==> config.mk <==
export PLATFORM = sky130hd
export DESIGN_NAME = int_div_sched
export DESIGN_NICKNAME = d
export VERILOG_FILES = /design/src/rtl/int_div_pkg.sv /design/src/rtl/int_div_sched_rr_arbiter.sv /design/src/rtl/int_div_sched.sv
export SDC_FILE = /design/constraint.sdc
export NUM_CORES = 1
export LEC_CHECK = 0
export ABC_CLOCK_PERIOD_IN_PS = 3760
export CAP_MARGIN = 5
export CORE_AREA = 2 2 705 707
export CTS_BUF_LIST = sky130_fd_sc_hd__clkbuf_2 sky130_fd_sc_hd__clkbuf_4 sky130_fd_sc_hd__clkbuf_8
export CTS_CLUSTER_DIAMETER = 120
export DETAILED_ROUTE_END_ITERATION = 16
export DIE_AREA = 0 0 707 709
export DONT_BUFFER_PORTS = 1
export GPL_TIMING_DRIVEN = 0
export HOLD_SLACK_MARGIN = 0.12
export SLEW_MARGIN = 30
export SYNTH_ARGS = -nofsm -noshare
export SYNTH_HDL_FRONTEND = slang
export SYNTH_SLANG_ARGS = --single-unit
==> constraint.sdc <==
create_clock -name clk -period 3.76 [get_ports clk]
set_clock_uncertainty 0.1 [all_clocks]
set_input_delay 0.564 -clock clk [delete_from_list [all_inputs] [get_ports clk]]
set_output_delay 0.564 -clock clk [all_outputs]
set_load 0.1 [all_outputs]
==> src/rtl/int_div_pkg.sv <==
// Shared constants and tag bundle for the Int_Div scheduler.
// Holds lane/requester geometry, divider latency and the tag-pipe entry type.
package int_div_pkg;

  localparam int N    = 32;
  localparam int L    = 4;
  localparam int R    = 4;
  localparam int LAT  = 6;
  localparam int ID_W = $clog2(R);

  typedef struct packed {
    logic            v;
    logic [ID_W-1:0] id;
    logic [L-1:0]    dz;
  } div_tag_t;

  function automatic logic [L-1:0] zero_lanes(
    input logic [N*L-1:0] d
  );
    logic [L-1:0] z;
    for (int l = 0; l < L; l++)
      z[l] = (d[l*N +: N] == '0);
    return z;
  endfunction

endpackage

==> src/rtl/int_div_sched_rr_arbiter.sv <==
// Round-robin arbiter: first requester at or above ptr, wrapping modulo R.
// Ports: req, ptr, en in; grant_oh, grant_idx, ptr_next out.
module rr_arbiter #(
  parameter int R = 4,
  parameter int W = 2
) (
  input  logic [R-1:0] req,
  input  logic [W-1:0] ptr,
  input  logic         en,
  output logic [R-1:0] grant_oh,
  output logic [W-1:0] grant_idx,
  output logic [W-1:0] ptr_next
);

  logic         found;
  logic [W:0]   sum;
  logic [W-1:0] idx;

  always_comb begin
    found     = 1'b0;
    grant_idx = '0;
    sum       = '0;
    idx       = '0;
    for (int i = 0; i < R; i++) begin
      sum = {1'b0, ptr} + (W+1)'(i);
      if (sum >= (W+1)'(R))
        sum = sum - (W+1)'(R);
      idx = sum[W-1:0];
      if (!found && req[idx]) begin
        found     = 1'b1;
        grant_idx = idx;
      end
    end
  end

  always_comb begin
    grant_oh = '0;
    ptr_next = ptr;
    if (found && en) begin
      grant_oh[grant_idx] = 1'b1;
      ptr_next = (grant_idx == W'(R-1)) ? '0
                                        : grant_idx + 1'b1;
    end
  end

endmodule

==> src/rtl/int_div_sched.sv <==
// Shares one pipelined Int_Div among R requesters; tracks tags, flags /0 lanes.
// Ports: req_* in/ready out, div_* to/from divider, resp_* out with backpressure;
// INT_DIV_SCHED_PERF_EN adds perf_issued and perf_stall counters.
module int_div_sched
  import int_div_pkg::*;
(
  input  logic                clk,
  input  logic                rst,
  input  logic [R-1:0]        req_valid,
  output logic [R-1:0]        req_ready,
  input  logic [R*N*L-1:0]    req_denom,
  input  logic [R*N*L-1:0]    req_numer,
  output logic                div_clk_en,
  output logic [N*L-1:0]      div_denom,
  output logic [N*L-1:0]      div_numer,
  input  logic [N*L-1:0]      div_quotient,
  input  logic [N*L-1:0]      div_remainder,
  output logic                resp_valid,
  input  logic                resp_ready,
  output logic [ID_W-1:0]     resp_id,
  output logic [N*L-1:0]      resp_quotient,
  output logic [N*L-1:0]      resp_remainder,
  output logic [L-1:0]        resp_dz
`ifdef INT_DIV_SCHED_PERF_EN
  ,
  output logic [31:0]         perf_issued,
  output logic [31:0]         perf_stall
`endif
);

  div_tag_t        tag [LAT];
  logic [ID_W-1:0] ptr;
  logic [ID_W-1:0] ptr_next;
  logic [ID_W-1:0] grant_idx;
  logic [R-1:0]    grant_oh;
  logic            adv;
  logic            accept;
  logic [L-1:0]    dz_in;

  // Held in reset, nothing may issue and the divider stays frozen.
  assign adv        = !rst && (!resp_valid || resp_ready);
  assign div_clk_en = adv;
  assign req_ready  = grant_oh;
  assign accept     = |grant_oh;

  rr_arbiter #(
    .R (R),
    .W (ID_W)
  ) u_arb (
    .req       (req_valid),
    .ptr       (ptr),
    .en        (adv),
    .grant_oh  (grant_oh),
    .grant_idx (grant_idx),
    .ptr_next  (ptr_next)
  );

  // One-hot mux; a bubble leaves the operands at zero.
  always_comb begin
    div_denom = '0;
    div_numer = '0;
    for (int r = 0; r < R; r++) begin
      if (grant_oh[r]) begin
        div_denom = req_denom[r*N*L +: N*L];
        div_numer = req_numer[r*N*L +: N*L];
      end
    end
  end

  assign dz_in = zero_lanes(div_denom) & {L{accept}};

  assign resp_valid = tag[LAT-1].v;
  assign resp_id    = tag[LAT-1].id;
  assign resp_dz    = tag[LAT-1].dz;

  always_comb begin
    for (int l = 0; l < L; l++) begin
      resp_quotient[l*N +: N] =
        resp_dz[l] ? '0 : div_quotient[l*N +: N];
      resp_remainder[l*N +: N] =
        resp_dz[l] ? '0 : div_remainder[l*N +: N];
    end
  end

  always_ff @(posedge clk or posedge rst) begin
    if (rst) begin
      for (int i = 0; i < LAT; i++)
        tag[i] <= '0;
      ptr <= '0;
    end else begin
      ptr <= ptr_next;
      if (adv) begin
        tag[0] <= '{v: accept, id: grant_idx, dz: dz_in};
        for (int i = 1; i < LAT; i++)
          tag[i] <= tag[i-1];
      end
    end
  end

`ifdef INT_DIV_SCHED_PERF_EN
  always_ff @(posedge clk or posedge rst) begin
    if (rst) begin
      perf_issued <= '0;
      perf_stall  <= '0;
    end else begin
      if (accept)
        perf_issued <= perf_issued + 32'd1;
      if (!adv && resp_valid)
        perf_stall <= perf_stall + 32'd1;
    end
  end
`endif

endmodule

==> results of run 1 <==
critical path: stages, from the launching register on:
cell and delay [ps]:
dfrtp_2 480, a21oi_2 140, o21a_1 170, o22ai_4 80
buf_12 160, inv_8 60, ha_4 240, clkbuf_16 190
clkbuf_16 150, buf_16 120, buf_16 130, nand2_8 60
clkbuf_16 170, buf_16 140, buf_4 170, buf_12 120
buf_4 130, o22ai_4 490, nor2_4 90, buf_12 190
path summary, 6_finish.rpt:
check,start,to,slack (ps),depth (start not counted)
setup / recovery,ptr[1],div_numer[24],-900,19
hold / removal,rst,tag[30],200,3
setup reg to reg,ptr[1],tag[35],-690,19
hold reg to reg,tag[41],tag[34],380,2
max in group asynchronous,rst,resp_valid,3010,2
min in group clk,req_denom[421],tag[36],340,3
cell families (layout without fill, tap and decap cells):
| kind of cell | after synthesis | in the layout | share of synthesized area |
|---|---|---|---|
| multiplexers | 7 | 7 | 0.00645 |
| other | 0 | 175 | 0 |
| buffers and inverters | 240 | 623 | 0.0948 |
| adder cells (fa/ha/maj) | 4 | 4 | 0.00461 |
| AND/OR/NAND/NOR | 829 | 829 | 0.381 |
| AO/OA/AOI/OAI | 553 | 553 | 0.411 |
| flip-flops | 44 | 44 | 0.101 |
through the flow:
step	hold slack, ps	worst slack [ps]	instances	total power, uW	setup TNS, ps
after floorplan	339	-309	1677	15100	-8340
after global placement	347	-5950	8177	24400	-920310
after detailed placement	350	-3860	8308	26600	-606340
after CTS	182	-925	8407	29700	-170010
after global routing	193	-944	8651	32300	-174010
final	197	-904	8735	31600	-149840
cell type report:
cell class / count / area (um2)
tap: 6500 / 8130
clock inverter: 2 / 38.8
buffer: 208 / 2870
inverter: 29 / 138
sequential: 44 / 1110
timing repair buffer: 378 / 4860
multi-input combinational: 1393 / 15200
clock buffer: 6 / 82.6
antenna: 175 / 438
fill: 57500 / 460000
power by group through the flow:
stage | Clock (uW) | Combinational (uW) | Sequential (uW)
final | 410 | 30500 | 680
after global routing | 441 | 31200 | 693
after CTS | 427 | 28600 | 682
after detailed placement | 0 | 25900 | 688
after global placement | 0 | 23700 | 681
after floorplan | 0 | 14500 | 654
synth_stat cells, types with 27 or more instances:
| cell type | instances | share of area |
|---|---|---|
| nor2b_1 | 257 | 0.15 |
| and2_1 | 41 | 0.024 |
| clkbuf_1 | 150 | 0.052 |
| nor2_1 | 293 | 0.10 |
| o2bb2ai_1 | 34 | 0.027 |
| a221o_1 | 58 | 0.053 |
| nand2_1 | 121 | 0.042 |
| a221oi_1 | 203 | 0.16 |
| o22ai_1 | 133 | 0.077 |
| dfrtp_1 | 44 | 0.10 |
| inv_1 | 27 | 0.0093 |
| or3_1 | 34 | 0.020 |
| o211ai_1 | 32 | 0.022 |
placed cells by master, fill, tap and decap left out, types with 29 or more instances in the layout:
cell       instances
buf_12            98
o211ai_1          32
a221oi_4          44
clkbuf_2          44
o22ai_4           66
or3_1             29
nor2_4           190
diode_2          175
a221o_1           55
nand2_1          119
buf_4            181
nor2b_4          257
clkbuf_16         54
nor2_1            92
dfrtp_1           42
a221oi_2          41
a221oi_1         122
buf_6             65
buf_8             51
o22ai_2           40
buf_16            33
registers in the layout (all words and copies together) (netlist names):
signal / cells
resp_id: 2
ptr: 2
resp_valid: 1
tag: 35
resp_dz: 4
metal layers:
layer | wire length [um] | track usage | part of all wire
met5 | 1700 | 0 | 0.0034
met4 | 19900 | 0.0561 | 0.040
met3 | 77400 | 0.138 | 0.16
met2 | 230000 | 0.310 | 0.46
met1 | 170000 | 0.187 | 0.34
what timing repair did:
item                       4_1_cts  5_1_grt
gates cloned                     8        9
gates resized for setup        623      272
setup endpoints to repair      265      263
buffers inserted                83      139
hold buffers                     2        0
hold endpoints to repair        19        0
pin swaps                      129      121
==> metrics.yaml, run 1 <==
synth:
  syn_nets: 2968
  async_flop_share: 1.00
  syn_area_per_cell_um2: 6.47
  yosysWarnings: 0
  synth_area_um2: 10900
  yosys_register_bits: 44
  synth_cells: 1677
  synthFlopType: "dfrtp_1"
  seq_area_frac_synth: 0.101
  synth-edff-count: 0
  synth_cell_types: 51
worst_setup_path:
  critPathKind: "reg -> out"
  path_max_fanout: 6
  cp_data_arrival_time_ps: 4000
  start_kind: "register"
  cp-end-kind: "output pin"
  cp.required_ps: 3100
detailed_routing:
  initialDrtViolationCount: 2612
  dr_total_vias: 21800
  wire_per_inst_um: 57.1
  antenna_left: 0
  wirelength_um: 499000
  firstDrtPassIters: 6
  via_per_inst: 2.49
  drc: 0
power_and_ir_drop:
  power_frac_clock: 0.013
  p_leak_uw: 0.0101
  sw_frac_of_total: 0.727
  p_sw_uw: 23000
  power.density_nw_per_um2: 961
  combPwrFrac: 0.965
  ir_worst_vdd_mv: 0.313
  power.internal_uw: 8640
  seqPwrFrac: 0.022
die:
  start_util: 0.0220
  die_y_um: 709
  core_um2: 493000
  rows: 258
  io_pins: 1811
  die_area_um2: 501000
  die_x_um: 707
timing:
  finalSetupViolCount: 263
  fmax_mhz: 214
  worst_pin_slew_ps: 1070
  rsz0062_at_grt: "yes"
  drv_slew: 0
  period_minus_slack_ps: 4660
  max_slew_margin: 0.282
  worst_slack_ps: -904
  hold_violations: 0
  finalCritPeriodShare: 1.24
grt:
  overflow: 0
  grt_pass1_vias: 17900
  antenna_found_initial: 528
  track_usage: 0.189
  grt_max_degree: 26
  grt_pass1_wl_um: 537000
hold_path:
  hold_class: "in -> async"
clock_tree:
  cts_root_buf: "clkbuf_8"
  cts_max_level: 2
  clk_latency_ps: 320
  clock_path_buffers: 2
  numClockSinks: 44
  clk_pin_slew_ps: 100
  tritoncts: "built"
  numCtsBuffers: 5
cells_and_area:
  fin_area_um2: 32900
  final_util: 0.0667
  nets: 3350
  area_growth_pct: 203
  final_layout_size_suffix_gt1_frac: 0.674
placed_design:
  numPortBuffers: 0
  gp_congestion: 1.03
  placed_area_um2: 25600
  dp_hpwl_um: 467000
status:
  outcome: "complete, but fails checks"
  violations: "negative setup slack"
run:
  drv_cap: 0
Note: power is estimated with default switching activity, not from simulation.
==> inputs of run 2 (changes only) <==
CORE_AREA = 2 2 710 712   (was 2 2 705 707)
DIE_AREA = 0 0 712 714   (was 0 0 707 709)
==> run 2 against run 1 <==
  * The run still ends with negative setup slack left
  * Fmax decreased by 16%
  * Sequential share of layout area fell by 0.53 points
  * Core utilization up 1.1 points
  * Global-route usage grew 8.1 points
  * Sequential power up 26%
  * Non-clock buffer count is 218 higher
  * Wire length grew 43%
  * Flip-flop and latch count unchanged
==> metrics.yaml, run 2 (synthesis gave the netlist of run 1 again) <==
cells_and_area:
  layout.cells.non_filler: 9188  # +5.2%
  fin_area_um2: 38900  # +18%
  top_register: "tag"
  largest_register_ffs: 35  # unchanged
  area_growth_pct: 259
  nets: 3568  # +6.5%
  fillers: 58400  # +1.7%
  final_common_cell: "nor2b_4"
  layout_common_cells: "nor2b_4, buf_4, nor2_4"
  final_layout_size_suffix_gt1_frac: 0.779  # +0.105
worst_setup_path:
  path_max_fanout: 7  # +1
  cp-end-kind: "register"
  cp.required_ps: 3870  # +770 ps
  rr_startpoint: "ptr[1]"
  start_kind: "register"
  reg2reg_depth: 19  # unchanged
  crit_path_start: "ptr[1]"
  r2r_end: "tag[35]"
  critPathKind: "reg -> reg"
  crit_path_end: "tag[35]"
  rrSetupSlack_ps: -1760  # -1070 ps
  cp_data_arrival_time_ps: 5640  # +1640 ps
detailed_routing:
  initialDrtViolationCount: 2597  # -0.57%
  wire_per_inst_um: 77.7  # +36%
  wl_met3_um: 84800  # +9.5%
  top_layer_used: "met5"
  antenna_left: 0  # unchanged
  wl_met1_um: 258000  # +51%
  firstDrtPassIters: 5  # -1
  dr_total_vias: 24600  # +13%
  via_per_inst: 2.68  # +7.6%
  wirelength_um: 714000  # +43%
  drc: 0  # unchanged
  wl_met2_um: 337000  # +47%
die:
  io_pins: 1811  # unchanged
  die_y_um: 714  # +0.71%
  rows: 260  # +0.78%
  die_area_um2: 508000  # +1.4%
  core_um2: 500000  # +1.5%
  die_x_um: 712  # +0.71%
  start_util: 0.0217  # -0.000326
power_and_ir_drop:
  p_leak_uw: 0.0122  # +21%
  total_power_uw: 41900  # +32%
  ir_worst_vdd_mv: 0.241  # -23%
  power.density_nw_per_um2: 1070  # +12%
grt:
  track_usage: 0.270  # +0.0810
  overflow: 0  # unchanged
  antenna_found_initial: 523  # -0.95%
  grt_max_degree: 21  # -19%
  grt_pass1_wl_um: 778000  # +45%
  grt_pass1_vias: 22200  # +24%
timing:
  fmax_mhz: 181  # -16%
  hold_violations: 0  # unchanged
  worst_slack_ps: -1760  # -858 ps
  rsz0062_at_grt: "yes"
  finalCritPeriodShare: 1.47  # +0.228
  worst_pin_slew_ps: 1090  # +17.6 ps
  drv_slew: 0  # unchanged
  max_slew_margin: 0.271  # -0.0117
  finalSetupViolCount: 286  # +8.7%
  period_minus_slack_ps: 5520  # +858 ps
  fin_tns_setup_ps: -361630  # -211790 ps
clock_tree:
  numCtsBuffers: 5  # unchanged
  tritoncts: "built"
  cts_root_buf: "clkbuf_8"
  clk_pin_slew_ps: 140  # +40 ps
  numClockSinks: 44  # unchanged
  clk_latency_ps: 370  # +50 ps
  cts_max_level: 2  # unchanged
  clock_path_buffers: 2  # unchanged
hold_path:
  hold_class: "in -> async"
placed_design:
  placed_area_um2: 28400  # +11%
  numPortBuffers: 0  # unchanged
  gp_congestion: 1.02  # -1.1%
  dp_hpwl_um: 666000  # +43%
  place_inst: 8616  # +3.7%
  dpl_worst_slack_ps: -5370  # -1500 ps
run:
  drv_cap: 0  # unchanged
status:
  outcome: "complete, but fails checks"
  violations: "negative setup slack"
[run 2: layout make-up]
class                           count  area, um2  area share
Multi-Input combinational cell   1393      17100       0.440
Timing Repair Buffer              606       8470       0.217
Tap cell                         6681       8360       0.215
Buffer                            198       3080      0.0790
Sequential cell                    44       1100      0.0284
Antenna cell                      230        576      0.0148
Inverter                           29        148     0.00379
Clock buffer                        5       68.8     0.00177
Clock inverter                      2       12.5    0.000321
[run 2: layer usage]
metal  GRT usage  vias to the layer above
met4      0.0914                      160
li1            -                     7853
met1       0.289                    13100
met3       0.134                      934
met5           0                        -
met2       0.459                     2577
[run 2: timing repair]
action	CTS	global route
gates cloned	18	11
resized for setup	906	348
buffers inserted	167	188
setup endpoints to repair	325	296
pin swaps	234	195
endpoints found under the hold margin	8	0
hold buffers	1	0
[run 2: worst min-delay path by stage]
stage          slack, ps          to
6_report             120     tag[33]
4_1_cts              120     tag[33]
3_3_place_gp         700     tag[26]
5_1_grt              120     tag[33]
2_1_floorplan        340  resp_dz[0]
3_5_place_dp         380  resp_dz[1]
[run 2: stage by stage]
step / utilization / hold slack [ps]
after floorplan: - / 339
after global placement: 0.0415 / 699
after detailed placement: 0.0567 / 381
after CTS: 0.0709 / 122
after global routing: 0.0775 / 124
final: 0.0778 / 119
[run 2: critical path: stages (launching register included)]
cell	delay [ps]
dfrtp_2	430
buf_12	130
mux2i_4	300
nor2_4	90
nor3_4	220
buf_12	170
buf_12	110
ha_4	260
clkinvlp_4	210
clkbuf_16	210
buf_16	150
clkbuf_16	160
buf_16	150
clkbuf_16	200
o2bb2ai_4	570
nor2_4	190
nor4_2	190
buf_4	270
nand4_1	440
o41ai_4	570
[run 2: power by group]
part / internal [uW] / switching, uW
sequential: 572 / 285
clock: 128 / 271
combinational: 10600 / 30000
